[src/rtl/mem_arb_pkg.sv]
`default_nettype none
// ============================================================================
// Module      : mem_arb_pkg
// Description : Shared types and default sizes for the memory port arbiter.
// Revision    : 1.0 - initial release
// ============================================================================
package mem_arb_pkg;

  localparam int ADDR_W_DEF     = 10;
  localparam int CNT_W_DEF      = 16;
  localparam int STARVE_MAX_DEF = 4;

  // Who owns the read data coming back from memory next cycle
  typedef enum logic [1:0] {
    OWN_NONE = 2'd0,
    OWN_IF   = 2'd1,
    OWN_D    = 2'd2
  } owner_e;

endpackage
`default_nettype wire

[src/rtl/arb_sat_counter.sv]
`default_nettype none
// ============================================================================
// Module      : arb_sat_counter
// Description : Saturating up-counter with synchronous clear and synchronous
//               active-low reset. Holds at all-ones.
// Revision    : 1.0 - initial release
// ============================================================================
module arb_sat_counter #(
  parameter int WIDTH = 16
) (
  input  logic             clk,
  input  logic             reset,
  input  logic             inc,
  input  logic             clr,
  output logic [WIDTH-1:0] count
);

  logic [WIDTH-1:0] count_q;
  logic [WIDTH-1:0] count_d;

  // Next count: clear wins over increment; increment stops at all-ones
  always_comb begin
    count_d = count_q;
    if (clr) begin
      count_d = '0;
    end else if (inc && (count_q != {WIDTH{1'b1}})) begin
      count_d = count_q + WIDTH'(1);
    end
  end

  // Count register
  always_ff @(posedge clk) begin
    if (!reset) begin
      count_q <= '0;
    end else begin
      count_q <= count_d;
    end
  end

  assign count = count_q;

endmodule
`default_nettype wire

[src/rtl/mem_port_arbiter.sv]
`default_nettype none
// ============================================================================
// Module      : mem_port_arbiter
// Description : Shares one single-port 1-cycle-latency word memory between
//               instruction fetch and load/store. One grant per cycle, data
//               has priority, read data is routed back by a registered owner
//               tag, and cycles with both ports requesting are counted.
//               Optional macro ARB_STARVE_GUARD_EN: after STARVE_MAX denied
//               fetch cycles, fetch wins the next conflict once.
// Revision    : 1.0 - initial release
// ============================================================================
module mem_port_arbiter
  import mem_arb_pkg::*;
#(
  parameter int ADDR_W     = ADDR_W_DEF,
  parameter int STARVE_MAX = STARVE_MAX_DEF,
  parameter int CNT_W      = CNT_W_DEF
) (
  input  logic              clk,
  input  logic              reset,
  input  logic              if_req,
  input  logic [ADDR_W-1:0] if_addr,
  output logic              if_gnt,
  output logic              if_rvalid,
  output logic [31:0]       if_rdata,
  input  logic              d_req,
  input  logic              d_we,
  input  logic [3:0]        d_be,
  input  logic [ADDR_W-1:0] d_addr,
  input  logic [31:0]       d_wdata,
  output logic              d_gnt,
  output logic              d_rvalid,
  output logic [31:0]       d_rdata,
  output logic              mem_en,
  output logic [3:0]        mem_we,
  output logic [ADDR_W-1:0] mem_addr,
  output logic [31:0]       mem_wdata,
  input  logic [31:0]       mem_rdata,
  output logic [CNT_W-1:0]  conflict_cnt
);

  owner_e owner_q;
  owner_e owner_d;
  logic   force_if;

`ifdef ARB_STARVE_GUARD_EN
  localparam int STARVE_W = $clog2(STARVE_MAX + 1);

  logic [STARVE_W-1:0] starve_cnt;

  // Counts consecutive denied fetch cycles; any fetch grant or idle fetch clears it
  arb_sat_counter #(
    .WIDTH (STARVE_W)
  ) u_starve_cnt (
    .clk   (clk),
    .reset (reset),
    .inc   (if_req & ~if_gnt),
    .clr   (if_gnt | ~if_req),
    .count (starve_cnt)
  );

  assign force_if = if_req && (starve_cnt >= STARVE_W'(STARVE_MAX));
`else
  assign force_if = 1'b0;
`endif

  // Grant selection and memory request mux; reset low suppresses every grant
  always_comb begin
    d_gnt     = 1'b0;
    if_gnt    = 1'b0;
    mem_en    = 1'b0;
    mem_we    = 4'b0000;
    mem_addr  = '0;
    mem_wdata = 32'h0;
    owner_d   = OWN_NONE;
    if (reset) begin
      if (d_req && !force_if) begin
        d_gnt    = 1'b1;
        mem_en   = 1'b1;
        mem_addr = d_addr;
        if (d_we) begin
          mem_we    = d_be;
          mem_wdata = d_wdata;
        end else begin
          owner_d = OWN_D;
        end
      end else if (if_req) begin
        if_gnt   = 1'b1;
        mem_en   = 1'b1;
        mem_addr = if_addr;
        owner_d  = OWN_IF;
      end
    end
  end

  // Owner tag of the access whose read data arrives next cycle
  always_ff @(posedge clk) begin
    if (!reset) begin
      owner_q <= OWN_NONE;
    end else begin
      owner_q <= owner_d;
    end
  end

  assign if_rvalid = (owner_q == OWN_IF);
  assign d_rvalid  = (owner_q == OWN_D);
  assign if_rdata  = if_rvalid ? mem_rdata : 32'h0;
  assign d_rdata   = d_rvalid  ? mem_rdata : 32'h0;

  // Contention statistics: cycles with both ports requesting
  arb_sat_counter #(
    .WIDTH (CNT_W)
  ) u_conflict_cnt (
    .clk   (clk),
    .reset (reset),
    .inc   (if_req & d_req),
    .clr   (1'b0),
    .count (conflict_cnt)
  );

endmodule
`default_nettype wire
[config.mk]
export PLATFORM = sky130hd
export DESIGN_NAME = mem_port_arbiter
export DESIGN_NICKNAME = d
export VERILOG_FILES = /design/src/rtl/mem_arb_pkg.sv /design/src/rtl/arb_sat_counter.sv /design/src/rtl/mem_port_arbiter.sv
export SDC_FILE = /design/constraint.sdc
export NUM_CORES = 1
export LEC_CHECK = 0
export BUFFER_PORTS_ARGS = -buffer_cell sky130_fd_sc_hd__buf_4
export CAP_MARGIN = 20
export CORE_AREA = 2 2 86 88
export CTS_CLUSTER_DIAMETER = 150
export CTS_CLUSTER_SIZE = 14
export DETAILED_ROUTE_END_ITERATION = 7
export DIE_AREA = 0 0 88 90
export PLACE_DENSITY = 0.65
export SETUP_SLACK_MARGIN = 0.3
export SKIP_LAST_GASP = 1
export SYNTH_ARGS = -nofsm -noshare
export SYNTH_HDL_FRONTEND = slang
export SYNTH_SLANG_ARGS = --single-unit
[constraint.sdc]
create_clock -name clk -period 2 [get_ports clk]
set_input_delay 0.1 -clock clk [delete_from_list [all_inputs] [get_ports clk]]
set_output_delay 0.1 -clock clk [all_outputs]
set_load 0.005 [all_outputs]
==> impl_table.tex <==
\begin{tabular}{lr}
\hline
Metric & Value \\
\hline
\multicolumn{2}{l}{\textbf{Setup path}} \\
\quad Worst reg2reg endpoint & u\_conflict\_cnt.count[4] \\
\quad Endpoint kind of the worst setup timing path & flop \\
\quad Type of element launching the critical path & flop \\
\quad Reg2reg start & u\_conflict\_cnt.count[4] \\
\quad Capture point of the critical path & u\_conflict\_cnt.count[4] \\
\quad Number of cells on the worst reg-to-reg path & 4 \\
\quad Worst reg-to-reg setup slack & 0.42 ns \\
\quad Data arrival time at the worst-slack endpoint & about 1.8 ns \\
\quad Worst Setup Path Type & flop to flop \\
\quad Timing startpoint of the critical path & u\_conflict\_cnt.count[4] \\
\quad Data required time at the worst endpoint & around 2.2 ns \\
\quad Largest driver fanout on the critical path & 7 \\
\multicolumn{2}{l}{\textbf{STA}} \\
\quad Worst setup slack after layout & $\sim$0.42 ns \\
\quad Final-layout setup total negative slack & 0 ns \\
\quad Highest clock rate & 633 MHz \\
\quad Worst Clk Skew & $\sim$0.0050 ns \\
\quad Worst max-slew margin expressed relative to the limit & 0.733 \\
\quad Final setup violation count & 0 \\
\quad RSZ-0062 raised after global routing & yes \\
\quad Actual slew at the worst max-slew pin & $\sim$0.40 ns \\
\quad Final hold vios & 0 \\
\quad Pins Over Slew Limit & 0 \\
\quad Portion of the clock cycle consumed by the worst path in the final layout & 0.790 \\
\quad Min Clock Period, post-route & 1.58 ns \\
\multicolumn{2}{l}{\textbf{Clocking}} \\
\quad H-tree levels & 1 \\
\quad Number of clock sinks & 18 \\
\quad Count of buffers added by post-CTS timing repair for setup & 0 \\
\quad TritonCTS clock tree & built \\
\quad Post-CTS clock slew at the launch and capture registers of the worst setup and hold paths & around 0.07 ns \\
\quad CTS max path bufs & 2 \\
\quad Buffer cell driving the clock tree root & clkbuf\_8 \\
\quad TritonCTS Buffers & 3 \\
\quad Worst-Skew Late Latency & roughly 0.26 ns \\
\multicolumn{2}{l}{\textbf{Drt}} \\
\quad Routed length on met2 & 3770 µm \\
\quad Average wire per cell in the routed design & 14.1 µm \\
\quad Via-to-Cell Ratio & around 4.4 \\
\quad DRT antenna net count & 0 \\
\quad Via Count & about 2400 \\
\quad Final wirelength & approximately 7700 µm \\
\quad Drt initial violations & 35 \\
\quad Pre-antenna DRT Iters & 4 \\
\quad Final routed DRC violation total & 0 \\
\quad Routed length on met1 & 2930 µm \\
\quad Routed length on met3 & 855 µm \\
\quad Highest metal layer with signal wires & met4 \\
\multicolumn{2}{l}{\textbf{Logic synthesis}} \\
\quad EDFF count, synth & 0 \\
\quad Netlist Area Pre-Place & 1710 µm² \\
\quad Total number of yosys warnings & 0 \\
\quad Number of synthesized register bits & 18 \\
\quad Top\_reg\_cell synth & dfxtp\_1 \\
\quad Async set or reset register ratio after synthesis & 0 \\
\quad Number of nets produced by synthesis & between 300 and 400 \\
\quad Mapped Cells & around 230 \\
\quad Average cell area after synthesis & roughly 7.4 µm² \\
\quad Number of distinct library cells after synthesis & 37 \\
\quad Proportion of synthesized chip area in sequential cells & 0.210 \\
\multicolumn{2}{l}{\textbf{Finish}} \\
\quad Final Net Count & $\sim$540 \\
\quad Share of cells above drive strength 1 & 0.537 \\
\quad Fin cells & approximately 550 \\
\quad \# diodes & 0 \\
\quad Post-Layout Inst Area & roughly 3600 µm² \\
\quad Area added between synthesis and finish & 107\% \\
\multicolumn{2}{l}{\textbf{Floorplanning}} \\
\quad Standard-cell row count & 31 \\
\quad Die outline area & between 7000 and 8000 µm² \\
\quad Floorplan Core Area & approximately 7000 µm² \\
\quad Height of the die & roughly 90 µm \\
\quad Initial Util & 0.244 \\
\quad Top-Level Pins & $\sim$220 \\
\quad Width of the die & $\sim$90 µm \\
\multicolumn{2}{l}{\textbf{Place}} \\
\quad Standard cell area after detailed placement & approximately 3500 µm² \\
\quad DPL Wire Length & 6440 µm \\
\quad Routability-driven placement congestion ratio & 0.867 \\
\quad Post-placement worst setup slack & 0.350 ns \\
\quad Port Buffer Count & about 220 \\
\quad Number of placed instances, taps included & 543 \\
\multicolumn{2}{l}{\textbf{Min path}} \\
\quad Critical hold path startpoint & d\_req \\
\quad Worst hold stages & 2 \\
\quad Hold crit path type & primary input to flop \\
\multicolumn{2}{l}{\textbf{Job}} \\
\quad Max-cap viol count & 0 \\
\multicolumn{2}{l}{\textbf{Power and ir drop}} \\
\quad Leakage dissipation & about 1.8 nW \\
\quad Maximum vdd drop & 0.230 mV \\
\quad Power Density & around 300 nW/µm² \\
\multicolumn{2}{l}{\textbf{Global route}} \\
\quad Initial antenna violation count & 0 \\
\quad Number of global-route vias before repair & $\sim$2300 \\
\quad Global-route usage over all layers & 0.179 \\
\quad Maximum number of pins on one net before global-route repair & 37 \\
\quad Wire length of the first global-routing pass & 11400 µm \\
\quad Global-route congestion overflow total & 0 \\
\multicolumn{2}{l}{\textbf{Outcome}} \\
\quad Result of the run & completed \\
\hline
\end{tabular}
## worst min path at each step
stage / end
final: owner_q[0]
after global routing: owner_q[0]
after CTS: owner_q[0]
after detailed placement: owner_q[1]
after global placement: owner_q[1]
after floorplan: owner_q[1]
## logic make-up after synthesis
logic type                 after synthesis  synth area share
adders and majority gates                1           0.00730
DFF                                     18             0.210
buffers and inverters                   16            0.0401
xor gates and xnor gates                 1           0.00511
muxes                                    9            0.0526
and+or+nand+nor                        163             0.574
AOI/OAI and AO/OA                       25             0.110
## layout make-up
cell class | count | area, µm²
fillers | 687 | 3470
repair buffers | 227 | 1710
inverters | 1 | 3.75
well taps | 99 | 124
clock buffers | 4 | 55.1
multi-input cells | 199 | 1300
flip-flops and latches | 18 | 364
## report_power, final
part           leakage, nW  total (mW)  internal (mW)  switching (mW)
registers            0.147       0.366          0.363         0.00353
clock network       0.0288       0.301          0.175           0.126
logic                 1.67       0.368          0.242           0.126
## registers in the layout (all words and copies together) (netlist names)
register and cells:
u_conflict_cnt.count 16, owner_q 2
## per-layer routing
layer,global-route usage,vias up
met3,0.0551,13
met5,0,-
met1,0.203,1048
li1,-,1221
met4,0.0538,0
met2,0.315,138
## per-stage QoR
step           hold WS [ns]   util  power, mW
2_1_floorplan         0.172      -      0.475
3_3_place_gp          0.270  0.494      0.738
3_5_place_dp          0.268  0.494      0.741
4_1_cts              0.0674  0.503       1.05
5_1_grt              0.0873  0.506       1.10
6_report             0.0749  0.506       1.04
## critical path: stages, from the launching register on
cell and delay (ns):
dfxtp_1 0.42, and4_1 0.30, nand2_1 0.17, o311ai_0 0.41, mux2i_1 0.22
## layout by cell type, fill, tap and decap left out, drive strengths merged
master	netlist	final
buf	2	226
and2	101	101
nand2	18	18
dfxtp	18	18
a22o	10	10
nor2	9	9
mux2i	9	9
nand2b	7	7
nand4	6	6
a21oi	4	4
clkbuf	13	4
nor4	4	4
nor2b	3	3
nand3	3	3
or3	3	3
and4	3	3
nor3	2	2
o21ai	2	2
o31ai	2	2
a31oi	2	2
o311ai	2	2
and3	1	1
clkinv	1	1
o41ai	1	1
or2	1	1
o2111ai	1	1
nor4b	1	1
xor2	1	1
or4	1	1
o31a	1	1
ha	1	1
dlygate4sd3	0	1
## Yosys cell counts (2+ instances only)
library cell,number,share of area
a21oi_1,4,0.012
or3_1,3,0.011
o31ai_1,2,0.0088
clkbuf_1,13,0.028
dfxtp_1,18,0.21
nor3_1,2,0.0058
and2_1,100,0.36
nor2b_1,3,0.011
nand4_1,5,0.018
o311ai_0,2,0.010
nor2_1,9,0.020
mux2i_1,9,0.053
nand2_1,17,0.037
a31oi_1,2,0.0073
and4_1,2,0.010
nand3_1,3,0.0088
a22o_1,10,0.051
nor4_1,3,0.011
nand2b_1,7,0.026
o21ai_0,2,0.0058
## what timing repair did
action                                  CTS  global route
resized for setup                         0             7
hold endpoints to repair                  1             0
endpoints found under the setup margin    0            46
hold buffers                              1             0
(Power assumes the default switching activity.)
